[config.mk]
export PLATFORM = sky130hd
export DESIGN_NAME = risc_v_mem_arb
export DESIGN_NICKNAME = d
export VERILOG_FILES = /design/src/rtl/risc_v_mem_arb.sv
export SDC_FILE = /design/constraint.sdc
export NUM_CORES = 1
export LEC_CHECK = 0
export BUFFER_PORTS_ARGS = -buffer_cell sky130_fd_sc_hd__buf_2
export CAP_MARGIN = 30
export CORE_UTILIZATION = 36
export CTS_BUF_LIST = sky130_fd_sc_hd__clkbuf_4 sky130_fd_sc_hd__clkbuf_8
export CTS_CLUSTER_DIAMETER = 150
export DETAILED_ROUTE_END_ITERATION = 10
export PLACE_DENSITY = 0.62
export SYNTH_ARGS = -nofsm -noshare
export SYNTH_HDL_FRONTEND = slang
export SYNTH_SLANG_ARGS = --single-unit
[constraint.sdc]
create_clock -name clk -period 2.75 [get_ports clk]
set_input_delay 0.55 -clock clk [delete_from_list [all_inputs] [get_ports clk]]
set_output_delay 0.55 -clock clk [all_outputs]
set_load 0.02 [all_outputs]
[src/rtl/risc_v_mem_arb.sv]
`default_nettype none
// risc_v_mem_arb: arbitrates IF and LS requests onto one single-port synchronous memory,
// LS-priority with bounded IF starvation. Rev 1.0
module risc_v_mem_arb #(
  parameter int STARVE_MAX = 4
) (
  input  logic        clk,
  input  logic        rst_n,
  input  logic        if_req,
  input  logic [31:0] if_addr,
  output logic [31:0] if_rdata,
  output logic        if_valid,
  input  logic        ls_req,
  input  logic        ls_we,
  input  logic [31:0] ls_addr,
  input  logic [31:0] ls_wdata,
  input  logic [3:0]  ls_be,
  output logic [31:0] ls_rdata,
  output logic        ls_valid,
  output logic        mem_en,
  output logic        mem_we,
  output logic [3:0]  mem_be,
  output logic [31:0] mem_addr,
  output logic [31:0] mem_wdata,
  input  logic [31:0] mem_rdata,
  output logic        busy
);

  typedef enum logic [1:0] {
    ST_IDLE   = 2'd0,
    ST_ACCESS = 2'd1,
    ST_RESP   = 2'd2
  } state_t;

  localparam logic [2:0] C_STARVE_MAX = 3'(STARVE_MAX);

  state_t      r_state;
  logic [2:0]  r_starve;
  logic        r_win_ls;
  logic        r_win_we;
  logic        r_busy;
  logic        r_if_valid;
  logic        r_ls_valid;
  logic [31:0] r_if_rdata;
  logic [31:0] r_ls_rdata;
  logic        r_mem_en;
  logic        r_mem_we;
  logic [3:0]  r_mem_be;
  logic [31:0] r_mem_addr;
  logic [31:0] r_mem_wdata;

  logic        w_arb_slot;
  logic        w_if_forced;
  logic        w_grant_ls;
  logic        w_grant_if;
  logic [2:0]  w_starve_inc;

  // Arbitration happens in every non-ACCESS cycle, so a RESP cycle can launch the next access.
  assign w_arb_slot   = (r_state != ST_ACCESS);
  assign w_if_forced  = if_req && (r_starve >= C_STARVE_MAX);
  assign w_grant_ls   = w_arb_slot && ls_req && !w_if_forced;
  assign w_grant_if   = w_arb_slot && if_req && !w_grant_ls;
  assign w_starve_inc = (r_starve >= C_STARVE_MAX) ? r_starve : r_starve + 3'd1;

  always_ff @(posedge clk or negedge rst_n) begin
    if (!rst_n) begin
      r_state     <= ST_IDLE;
      r_starve    <= 3'd0;
      r_win_ls    <= 1'b0;
      r_win_we    <= 1'b0;
      r_busy      <= 1'b0;
      r_if_valid  <= 1'b0;
      r_ls_valid  <= 1'b0;
      r_if_rdata  <= 32'd0;
      r_ls_rdata  <= 32'd0;
      r_mem_en    <= 1'b0;
      r_mem_we    <= 1'b0;
      r_mem_be    <= 4'd0;
      r_mem_addr  <= 32'd0;
      r_mem_wdata <= 32'd0;
    end else begin
      r_mem_en   <= 1'b0;
      r_mem_we   <= 1'b0;
      r_if_valid <= 1'b0;
      r_ls_valid <= 1'b0;
      case (r_state)
        ST_ACCESS: begin
          r_state    <= ST_RESP;
          r_busy     <= 1'b1;
          r_if_valid <= !r_win_ls;
          r_ls_valid <= r_win_ls;
        end
        default: begin
          if (r_state == ST_RESP) begin
            if (!r_win_ls) begin
              r_if_rdata <= mem_rdata;
            end else if (!r_win_we) begin
              r_ls_rdata <= mem_rdata;
            end
          end
          if (w_grant_ls) begin
            r_state     <= ST_ACCESS;
            r_busy      <= 1'b1;
            r_win_ls    <= 1'b1;
            r_win_we    <= ls_we;
            r_mem_en    <= 1'b1;
            r_mem_we    <= ls_we;
            r_mem_be    <= ls_be;
            r_mem_addr  <= ls_addr;
            r_mem_wdata <= ls_wdata;
          end else if (w_grant_if) begin
            r_state     <= ST_ACCESS;
            r_busy      <= 1'b1;
            r_win_ls    <= 1'b0;
            r_win_we    <= 1'b0;
            r_mem_en    <= 1'b1;
            r_mem_we    <= 1'b0;
            r_mem_be    <= 4'hF;
            r_mem_addr  <= if_addr;
          end else begin
            r_state <= ST_IDLE;
            r_busy  <= 1'b0;
          end
          if (!if_req || w_grant_if) begin
            r_starve <= 3'd0;
          end else if (w_grant_ls) begin
            r_starve <= w_starve_inc;
          end
        end
      endcase
    end
  end

  // Read data is forwarded straight from memory during the valid pulse, then held.
  assign if_rdata  = r_if_valid ? mem_rdata : r_if_rdata;
  assign ls_rdata  = (r_ls_valid && !r_win_we) ? mem_rdata : r_ls_rdata;
  assign if_valid  = r_if_valid;
  assign ls_valid  = r_ls_valid;
  assign mem_en    = r_mem_en;
  assign mem_we    = r_mem_we;
  assign mem_be    = r_mem_be;
  assign mem_addr  = r_mem_addr;
  assign mem_wdata = r_mem_wdata;
  assign busy      = r_busy;

endmodule
`default_nettype wire
==> run summary, run 1 <==
Nets = 916
Hold WC Path Type = input port to flip-flop
Power Dens Cells = 1200 nW/um^2
Residual DRC = 0
Setup WS post-layout = 0.294 ns
Starting Density = 36.7%
DRT iter0 DRCs = 219
Yosys Warn Count = 0
RePlAce Congestion = 0.739
filler instances = 1732
First-pass DRT Iterations = 4
setup repair bufs after CTS = 0
# H-tree levels = 4
via count = 5190
sequential area share after synthesis = 54.3%
FMAX = 407 MHz
Worst-path clk slew = 0.08 ns
pre-CTS setup slack = 0.658 ns
clk root buf = clkbuf_8
Static Leakage = 3.90 nW
num rows = 49
Clock Path Buffers = 2
worst-path maximum fanout = 32
Post-Syn Nets = 658
largest net degree at the start of global routing = 76
max cap viols = 0
PnR Total Power = 10.3 mW
area of the multi-input gates = 2760 um^2
Slew Viols, Final = 0
core area = 18000 um^2
placed wire-length estimate = 11000 um
initial antenna violation count = 0
critical path type = flip-flop to output port
area delta synth->final = 29.9%
full die area = 18800 um^2
Die Height = 137 um
Ant. Diodes = 0
global-route wire length before repair = 25100 um
Fin. Hold Viols = 0
FF+latch count, synth = 143
status = completed
I/O Buffers = 273
Clock Latency Late Sink = 0.43 ns
WP data required = 2.20 ns
cell depth of the worst flop-to-flop path = 5
Syn Area/Cell = 12.7 um^2
Worst EP arrival = 1.91 ns
post-DR wirelength/cell = 16.2 um
Overflow after GRT = 0
filler-free cell count of the finished design = 1019
Die X-Extent = 137 um
cell depth of the worst hold path = 2
Total Routing Usage GR = 17.2%
CTS tree = yes
Register Area = 3580 um^2
Final Util = 47.6%
Inst Count DP = 987
vias in the first global route = 4951
CP Launch Type = flip-flop
mean number of vias per cell = 5.09
WHS = 0.345 ns
setup violators final = 0
share of layout cells above drive strength 1 = 60.5%
library cells used by synthesis = 29
Peak VDD IR = 0.623 mV
worst slew pin tran = 0.980 ns
RSZ-0062 raised after global routing = false
Routed Wire Length = 16500 um
Num CTS Buffers = 17
skew final = 0.0134 ns
design area = 8560 um^2
DRT antenna net count = 0
cells after synthesis = 520
clock period minus worst slack = 2.46 ns
crit end category = output port
slew margin rel. = 34.6%
mapped cell area = 6590 um^2
Final period util = 89.3%
setup TNS = 0 ns
Sink Count = 143
Post-Place Cell Area = 8160 um^2
IO Count = 274
==> cell families (layout without fill, tap and decap cells) <==
logic type / Yosys count / after routing / synth area share, %
muxes: 160 / 160 / 27.4
DFF: 143 / 143 / 54.3
and+or+nand+nor: 83 / 83 / 7.33
AOI/OAI and AO/OA: 78 / 78 / 6.74
buffers and inverters: 55 / 325 / 4.05
adders and majority gates: 1 / 1 / 0.190
==> cells in the mapped netlist (all sizes together) <==
library cell / number / area [um^2]
nor3b: 1 / 7.51
nand3: 33 / 165
nor4: 36 / 225
ha: 1 / 12.5
inv: 4 / 15.0
clkbuf: 28 / 105
dfrtp: 143 / 3580
nand4: 1 / 6.26
o21ai: 34 / 170
nand2: 3 / 11.3
o31ai: 1 / 7.51
nor3: 1 / 16.3
mux2: 160 / 1800
a31oi: 32 / 200
a21o: 1 / 7.51
buf: 23 / 146
nand2b: 2 / 12.5
nor2: 1 / 3.75
nor4bb: 1 / 10.0
and2: 3 / 18.8
a32o: 1 / 10.0
or3: 1 / 6.26
a21oi: 8 / 40.0
a22o: 1 / 8.76
==> where the power goes <==
part	internal [mW]	total, mW	leakage [nW]	switching, mW
clock network	0.867	1.65	0.199	0.780
registers	3.07	3.54	1.68	0.466
logic	2.20	5.13	2.02	2.93
==> timing repair <==
item | CTS | global route
endpoints found under the setup margin | 0 | 0
gates resized for setup | 0 | 0
endpoints found under the hold margin | 2 | 0
hold buffers | 1 | 0
==> flip-flops by register name, summed over array words and instances, names as in the netlist <==
| name | flops |
|---|---|
| mem_addr | 32 |
| r_if_rdata | 32 |
| r_starve | 3 |
| r_state | 2 |
| mem_we | 1 |
| busy | 1 |
| ls_valid | 1 |
| if_valid | 1 |
| r_win_we | 1 |
| mem_wdata | 32 |
| r_ls_rdata | 32 |
| mem_be | 4 |
| r_win_ls | 1 |
==> area by class of cell <==
cell class | count | area share, %
Multi-Input combinational cell | 322 | 32.3
Tap cell | 229 | 3.35
Sequential cell | 143 | 41.8
Clock inverter | 10 | 1.32
Inverter | 4 | 0.175
Clock buffer | 21 | 3.23
Timing Repair Buffer | 290 | 17.9
==> final timing paths <==
check,startpoint,end,slack [ns]
hold / removal,ls_wdata[6],mem_wdata[6],0.35
max in group asynchronous,rst_n,mem_wdata[3],1.41
min in group asynchronous,rst_n,r_if_rdata[26],0.60
setup reg to reg,r_starve[2],mem_wdata[19],0.93
setup / recovery,r_win_we,ls_rdata[15],0.29
hold reg to reg,r_ls_rdata[0],r_ls_rdata[0],0.49
==> worst max-delay path, stage by stage, from the launching register on <==
cell      delay (ns)
dfrtp_1         0.42
nand2b_1        0.12
buf_4           0.38
mux2_2          0.39
buf_2           0.16
==> layer usage <==
layer  routed length, um  global-route usage, %  vias to the layer above
met5                   0                      0                        -
met1                7370                   21.4                     2543
met3                1010                   5.00                       25
met2                7800                   28.0                      173
met4                 297                   7.08                        0
li1                    -                      -                     2449
==> cells in the final DEF, fill, tap and decap left out, types with 3 or more instances in the layout <==
| cell | instances |
|---|---|
| nand2_1 | 3 |
| buf_4 | 14 |
| buf_2 | 272 |
| a21oi_1 | 8 |
| a31oi_1 | 32 |
| mux2_1 | 6 |
| nor4_1 | 36 |
| clkinv_2 | 4 |
| nand3_1 | 33 |
| inv_1 | 3 |
| o21ai_0 | 34 |
| dfrtp_1 | 143 |
| clkbuf_8 | 19 |
| mux2_2 | 154 |
| and2_1 | 3 |
(Power assumes the default switching activity.)
==> run 2: changes to the inputs <==
REMOVE_ABC_BUFFERS = 1   (was default)
SLEW_MARGIN = 40   (was default)
==> run 2 against run 1 <==
  * Clock skew barely moved
  * Fmax shrank 1.1%
  * Clock power up 4%
  * Sequential cell count did not move
  * Sequential power about the same
==> run summary, run 2 (synthesis gave the netlist of run 1 again) <==
cts repair resizes = 0 (unchanged)
sequential share of power = 33.9% (was 34.3%)
num rows = 49 (unchanged)
global-route wire length before repair = 26500 um (was 25100 um)
worst path cell trace = nand2b_1 > buf_4 > mux2_2 > buf_2 (unchanged)
IO Count = 274 (unchanged)
sw power = 4.23 mW (was 4.18 mW)
post-DR wirelength/cell = 16.7 um (was 16.2 um)
Clock Latency Late Sink = 0.44 ns (was 0.43 ns)
Ant. Diodes = 0 (unchanged)
area delta synth->final = 30.0% (was 29.9%)
Clock Path Buffers = 2 (unchanged)
filler instances = 1673 (was 1732)
Inst Count DP = 988 (was 987)
critical path type = flip-flop to output port (unchanged)
WP data required = 2.20 ns (about the same)
FMAX = 403 MHz (was 407 MHz)
WHS = 0.0429 ns (was 0.345 ns)
Die Height = 137 um (unchanged)
Fin. Hold Viols = 0 (unchanged)
PnR Total Power = 10.4 mW (was 10.3 mW)
setup violators final = 0 (unchanged)
full die area = 18800 um^2 (unchanged)
sw frac = 40.8% (was 40.5%)
Die X-Extent = 137 um (unchanged)
largest net degree at the start of global routing = 48 (was 76)
worst slew pin tran = 0.474 ns (was 0.980 ns)
Pint = 6.15 mW (was 6.13 mW)
initial antenna violation count = 0 (unchanged)
Static Leakage = 3.89 nW (was 3.90 nW)
Starting Density = 36.7% (unchanged)
CP max stage cell = dfrtp_1 (unchanged)
Hold-fix buffers, CTS = 0 (was 1)
clock period minus worst slack = 2.48 ns (was 2.46 ns)
crit end category = output port (unchanged)
status = completed (unchanged)
max cap viols = 0 (unchanged)
DRT iter0 DRCs = 201 (was 219)
core area = 18000 um^2 (unchanged)
First-pass DRT Iterations = 4 (unchanged)
commonest non-fill, non-tap cell in the layout = buf_2 (unchanged)
Residual DRC = 0 (unchanged)
Overflow after GRT = 0 (unchanged)
Worst-path clk slew = 0.09 ns (was 0.08 ns)
clock share of power = 16.5% (was 16.0%)
Total Routing Usage GR = 18.4% (was 17.2%)
setup repair bufs after CTS = 0 (unchanged)
WP buf/inv = 2 (unchanged)
filler-free cell count of the finished design = 1019 (unchanged)
clk root buf = clkbuf_8 (unchanged)
DRT antenna net count = 0 (unchanged)
I/O Buffers = 273 (unchanged)
Num CTS Buffers = 17 (unchanged)
RePlAce Congestion = 0.762 (was 0.739)
Peak VDD IR = 0.556 mV (was 0.623 mV)
worst-path maximum fanout = 32 (unchanged)
via count = 5180 (was 5190)
Nets = 916 (unchanged)
Sink Count = 143 (unchanged)
Max stage delay on crit path = 0.41 ns (was 0.42 ns)
Worst EP arrival = 1.93 ns (was 1.91 ns)
Post-Place Cell Area = 8150 um^2 (was 8160 um^2)
placed wire-length estimate = 11500 um (was 11000 um)
skew final = 0.0134 ns (about the same)
# H-tree levels = 4 (unchanged)
Setup WS post-layout = 0.266 ns (was 0.294 ns)
design area = 8560 um^2 (about the same)
Final period util = 90.3% (was 89.3%)
Routed Wire Length = 17000 um (was 16500 um)
combinational power share = 49.6% (was 49.7%)
pre-CTS setup slack = 0.678 ns (was 0.658 ns)
CP Launch Type = flip-flop (unchanged)
CTS tree = yes (unchanged)
vias in the first global route = 4952 (was 4951)
slew margin rel. = 68.4% (was 34.6%)
share of layout cells above drive strength 1 = 60.6% (was 60.5%)
Power Dens Cells = 1210 nW/um^2 (was 1200 nW/um^2)
mean number of vias per cell = 5.08 (was 5.09)
RSZ-0062 raised after global routing = false (unchanged)
most frequent cells in the layout = buf_2, mux2_2, dfrtp_1, nor4_1, o21ai_0 (unchanged)
Hold WC Path Type = input port to asynchronous set/reset pin (was input port to flip-flop)
Slew Viols, Final = 0 (unchanged)
crit-path leading delay family = buffers and inverters (unchanged)
## run 2: area by class of cell
cell class                      count  area (um^2)  area share [%]
Clock buffer                       20          275            3.22
Timing Repair Buffer              290         1510            17.7
Inverter                            4         15.0           0.175
Tap cell                          229          287            3.35
Multi-Input combinational cell    322         2760            32.3
Clock inverter                     11          130            1.52
Sequential cell                   143         3580            41.8
## run 2: metrics by stage
step	utilization, %	TNS, ns
after floorplan	-	-102.36
after global placement	45.4	0
after detailed placement	45.4	0
after CTS	47.6	0
after global routing	47.6	0
final	47.6	0
## run 2: routing by layer
metal | vias up | wire length, um | GRT usage (%)
li1 | 2452 | - | -
met1 | 2518 | 7520 | 23.6
met2 | 191 | 8020 | 29.2
met3 | 19 | 1210 | 5.92
met4 | 0 | 250 | 5.86
met5 | - | 0 | 0
## run 2: worst reg2reg max path: stages (launching register included)
cell,delay [ns]
dfrtp_1,0.45
nand2b_1,0.14
inv_2,0.07
buf_4,0.23
or3_1,0.43
buf_4,0.22
o31ai_1,0.19
## run 2: worst paths after layout
kind | start | endpoint | slack (ns) | cells past startpoint
setup / recovery | r_win_we | ls_rdata[24] | 0.27 | 4
hold / removal | rst_n | r_if_rdata[18] | 0.04 | 1
setup reg to reg | r_state[0] | r_starve[0] | 0.93 | 6
hold reg to reg | mem_wdata[30] | mem_wdata[30] | 0.49 | 1
max in group asynchronous | rst_n | mem_addr[14] | 1.98 | 2
min in group clk | ls_wdata[30] | mem_wdata[30] | 0.33 | 2
## run 2: power by group through the flow
stage | sequential [mW] | combinational (mW) | clock [mW]
floorplan | 4.08 | 2.90 | 0
global placement | 3.54 | 5.13 | 0
detailed placement | 3.56 | 5.18 | 0
CTS | 3.52 | 5.20 | 1.78
global route | 3.65 | 5.58 | 1.88
finish | 3.52 | 5.15 | 1.71
==> run 3: changes to the inputs <==
CORE_MARGIN = 2   (was default)
PLACE_DENSITY = 0.67   (was 0.62)
==> run 3 against run 2 <==
  * Setup slack improved by 0.056 ns
  * Die area up 2.9%
  * Largest cell class unchanged
  * Sequential cell count did not move
  * Highest routed layer unchanged
==> run summary, run 3 (synthesis gave the netlist of run 1 again) <==
status = completed (unchanged)
sequential share of power = 33.9% (about the same)
global-route wire length before repair = 27400 um (was 26500 um)
Static Leakage = 3.91 nW (was 3.89 nW)
CTS tree = yes (unchanged)
Fin. Hold Viols = 0 (unchanged)
design area = 8620 um^2 (was 8560 um^2)
DRT antenna net count = 0 (unchanged)
Routed Wire Length = 17100 um (was 17000 um)
RSZ-0062 raised after global routing = false (unchanged)
# H-tree levels = 4 (unchanged)
post-DR wirelength/cell = 16.7 um (about the same)
Final Util = 48.0% (was 47.6%)
Total Routing Usage GR = 17.5% (was 18.4%)
initial antenna violation count = 0 (unchanged)
Hold WC Path Type = input port to asynchronous set/reset pin (unchanged)
Power Dens Cells = 1220 nW/um^2 (was 1210 nW/um^2)
Die X-Extent = 139 um (was 137 um)
PnR Total Power = 10.5 mW (was 10.4 mW)
setup repair bufs after CTS = 0 (unchanged)
cts repair resizes = 0 (unchanged)
Residual DRC = 0 (unchanged)
clock share of power = 16.5% (about the same)
placed wire-length estimate = 11600 um (was 11500 um)
Worst-path clk slew = 0.08 ns (was 0.09 ns)
num rows = 49 (unchanged)
clk root buf = clkbuf_8 (unchanged)
CP Launch Type = flip-flop (unchanged)
largest net degree at the start of global routing = 69 (was 48)
Starting Density = 36.7% (unchanged)
worst path cell trace = nand2b_1 > buf_12 > mux2_2 > buf_2 (was nand2b_1 > buf_4 > mux2_2 > buf_2)
Nets = 918 (was 916)
slew margin rel. = 56.5% (was 68.4%)
sw power = 4.34 mW (was 4.23 mW)
Peak VDD IR = 0.624 mV (was 0.556 mV)
FMAX = 412 MHz (was 403 MHz)
skew final = 0.0126 ns (was 0.0134 ns)
core area = 18000 um^2 (unchanged)
DRT iter0 DRCs = 245 (was 201)
crit end category = output port (unchanged)
CP max stage cell = dfrtp_1 (unchanged)
Hold-fix buffers, CTS = 0 (unchanged)
sw frac = 41.4% (was 40.8%)
Final period util = 88.3% (was 90.3%)
most frequent cells in the layout = buf_2, mux2_2, dfrtp_1, nor4_1, o21ai_0 (unchanged)
Num CTS Buffers = 17 (unchanged)
combinational power share = 49.6% (about the same)
Clock Path Buffers = 2 (unchanged)
worst-path maximum fanout = 29 (was 32)
WP data required = 2.20 ns (about the same)
WP buf/inv = 2 (unchanged)
Overflow after GRT = 0 (unchanged)
commonest non-fill, non-tap cell in the layout = buf_2 (unchanged)
Max stage delay on crit path = 0.41 ns (about the same)
Sink Count = 143 (unchanged)
Slew Viols, Final = 0 (unchanged)
max cap viols = 0 (unchanged)
critical path type = flip-flop to output port (unchanged)
vias in the first global route = 5118 (was 4952)
RePlAce Congestion = 0.842 (was 0.762)
IO Count = 274 (unchanged)
setup violators final = 0 (unchanged)
clock period minus worst slack = 2.43 ns (was 2.48 ns)
Worst EP arrival = 1.88 ns (was 1.93 ns)
area delta synth->final = 30.9% (was 30.0%)
crit-path leading delay family = flip-flops (was buffers and inverters)
Pint = 6.14 mW (was 6.15 mW)
Ant. Diodes = 0 (unchanged)
full die area = 19400 um^2 (was 18800 um^2)
Clock Latency Late Sink = 0.44 ns (about the same)
I/O Buffers = 273 (unchanged)
filler instances = 1642 (was 1673)
First-pass DRT Iterations = 4 (unchanged)
via count = 5307 (was 5180)
mean number of vias per cell = 5.19 (was 5.08)
Die Height = 139 um (was 137 um)
worst slew pin tran = 0.652 ns (was 0.474 ns)
share of layout cells above drive strength 1 = 60.9% (was 60.6%)
setup TNS = 0 ns (unchanged)
Post-Place Cell Area = 8210 um^2 (was 8150 um^2)
## run 3: power groups by stage
| stage | clock, mW | combinational (mW) | sequential (mW) |
|---|---|---|---|
| 4_1_cts | 1.81 | 5.25 | 3.55 |
| 2_1_floorplan | 0 | 2.90 | 4.08 |
| 5_1_grt | 1.89 | 5.56 | 3.68 |
| 3_3_place_gp | 0 | 5.18 | 3.57 |
| 6_report | 1.73 | 5.20 | 3.55 |
| 3_5_place_dp | 0 | 5.24 | 3.58 |
## run 3: worst paths after layout
check / start / end / slack, ns / cells past startpoint
worst max-delay path: r_win_we / ls_rdata[21] / 0.32 / 4
worst min-delay path: rst_n / r_if_rdata[4] / 0.10 / 1
worst max register to register: r_win_ls / r_ls_rdata[3] / 1.07 / 3
worst min register to register: mem_wdata[30] / mem_wdata[30] / 0.49 / 1
max in group asynchronous: rst_n / r_if_rdata[8] / 1.90 / 2
min in group clk: ls_wdata[30] / mem_wdata[30] / 0.33 / 2
## run 3: layout make-up
cell class                      instances  area [um^2]  share of cell area (%)
Clock inverter                         15          180                    2.09
Clock buffer                           17          234                    2.71
Timing Repair Buffer                  292         1570                    18.2
Sequential cell                       143         3580                    41.5
Inverter                                4         15.0                   0.174
Multi-Input combinational cell        322         2760                    32.1
Tap cell                              229          287                    3.32
## run 3: per-stage QoR
| stage | std cells | setup WS [ns] | hold WS [ns] |
|---|---|---|---|
| 4_1_cts | 1022 | 0.260 | 0.0979 |
| 3_3_place_gp | 990 | 0.827 | 0.465 |
| 3_5_place_dp | 990 | 0.780 | 0.471 |
| 2_1_floorplan | 469 | -1.50 | 0.254 |
| 6_report | 1022 | 0.322 | 0.104 |
| 5_1_grt | 1022 | 0.188 | 0.128 |
## run 3: worst reg2reg max path, stage by stage, from the launching register on
cell,delay [ns]
dfrtp_1,0.43
nor4bb_4,0.30
buf_4,0.43
mux2_2,0.41
## run 3: routing by layer
metal | vias to the layer above | share of wire [%] | GRT usage [%]
li1 | 2450 | - | -
met4 | 0 | 1.9 | 5.74
met2 | 230 | 47 | 27.0
met5 | - | 0 | 0
met3 | 25 | 7.4 | 5.16
met1 | 2602 | 44 | 23.7
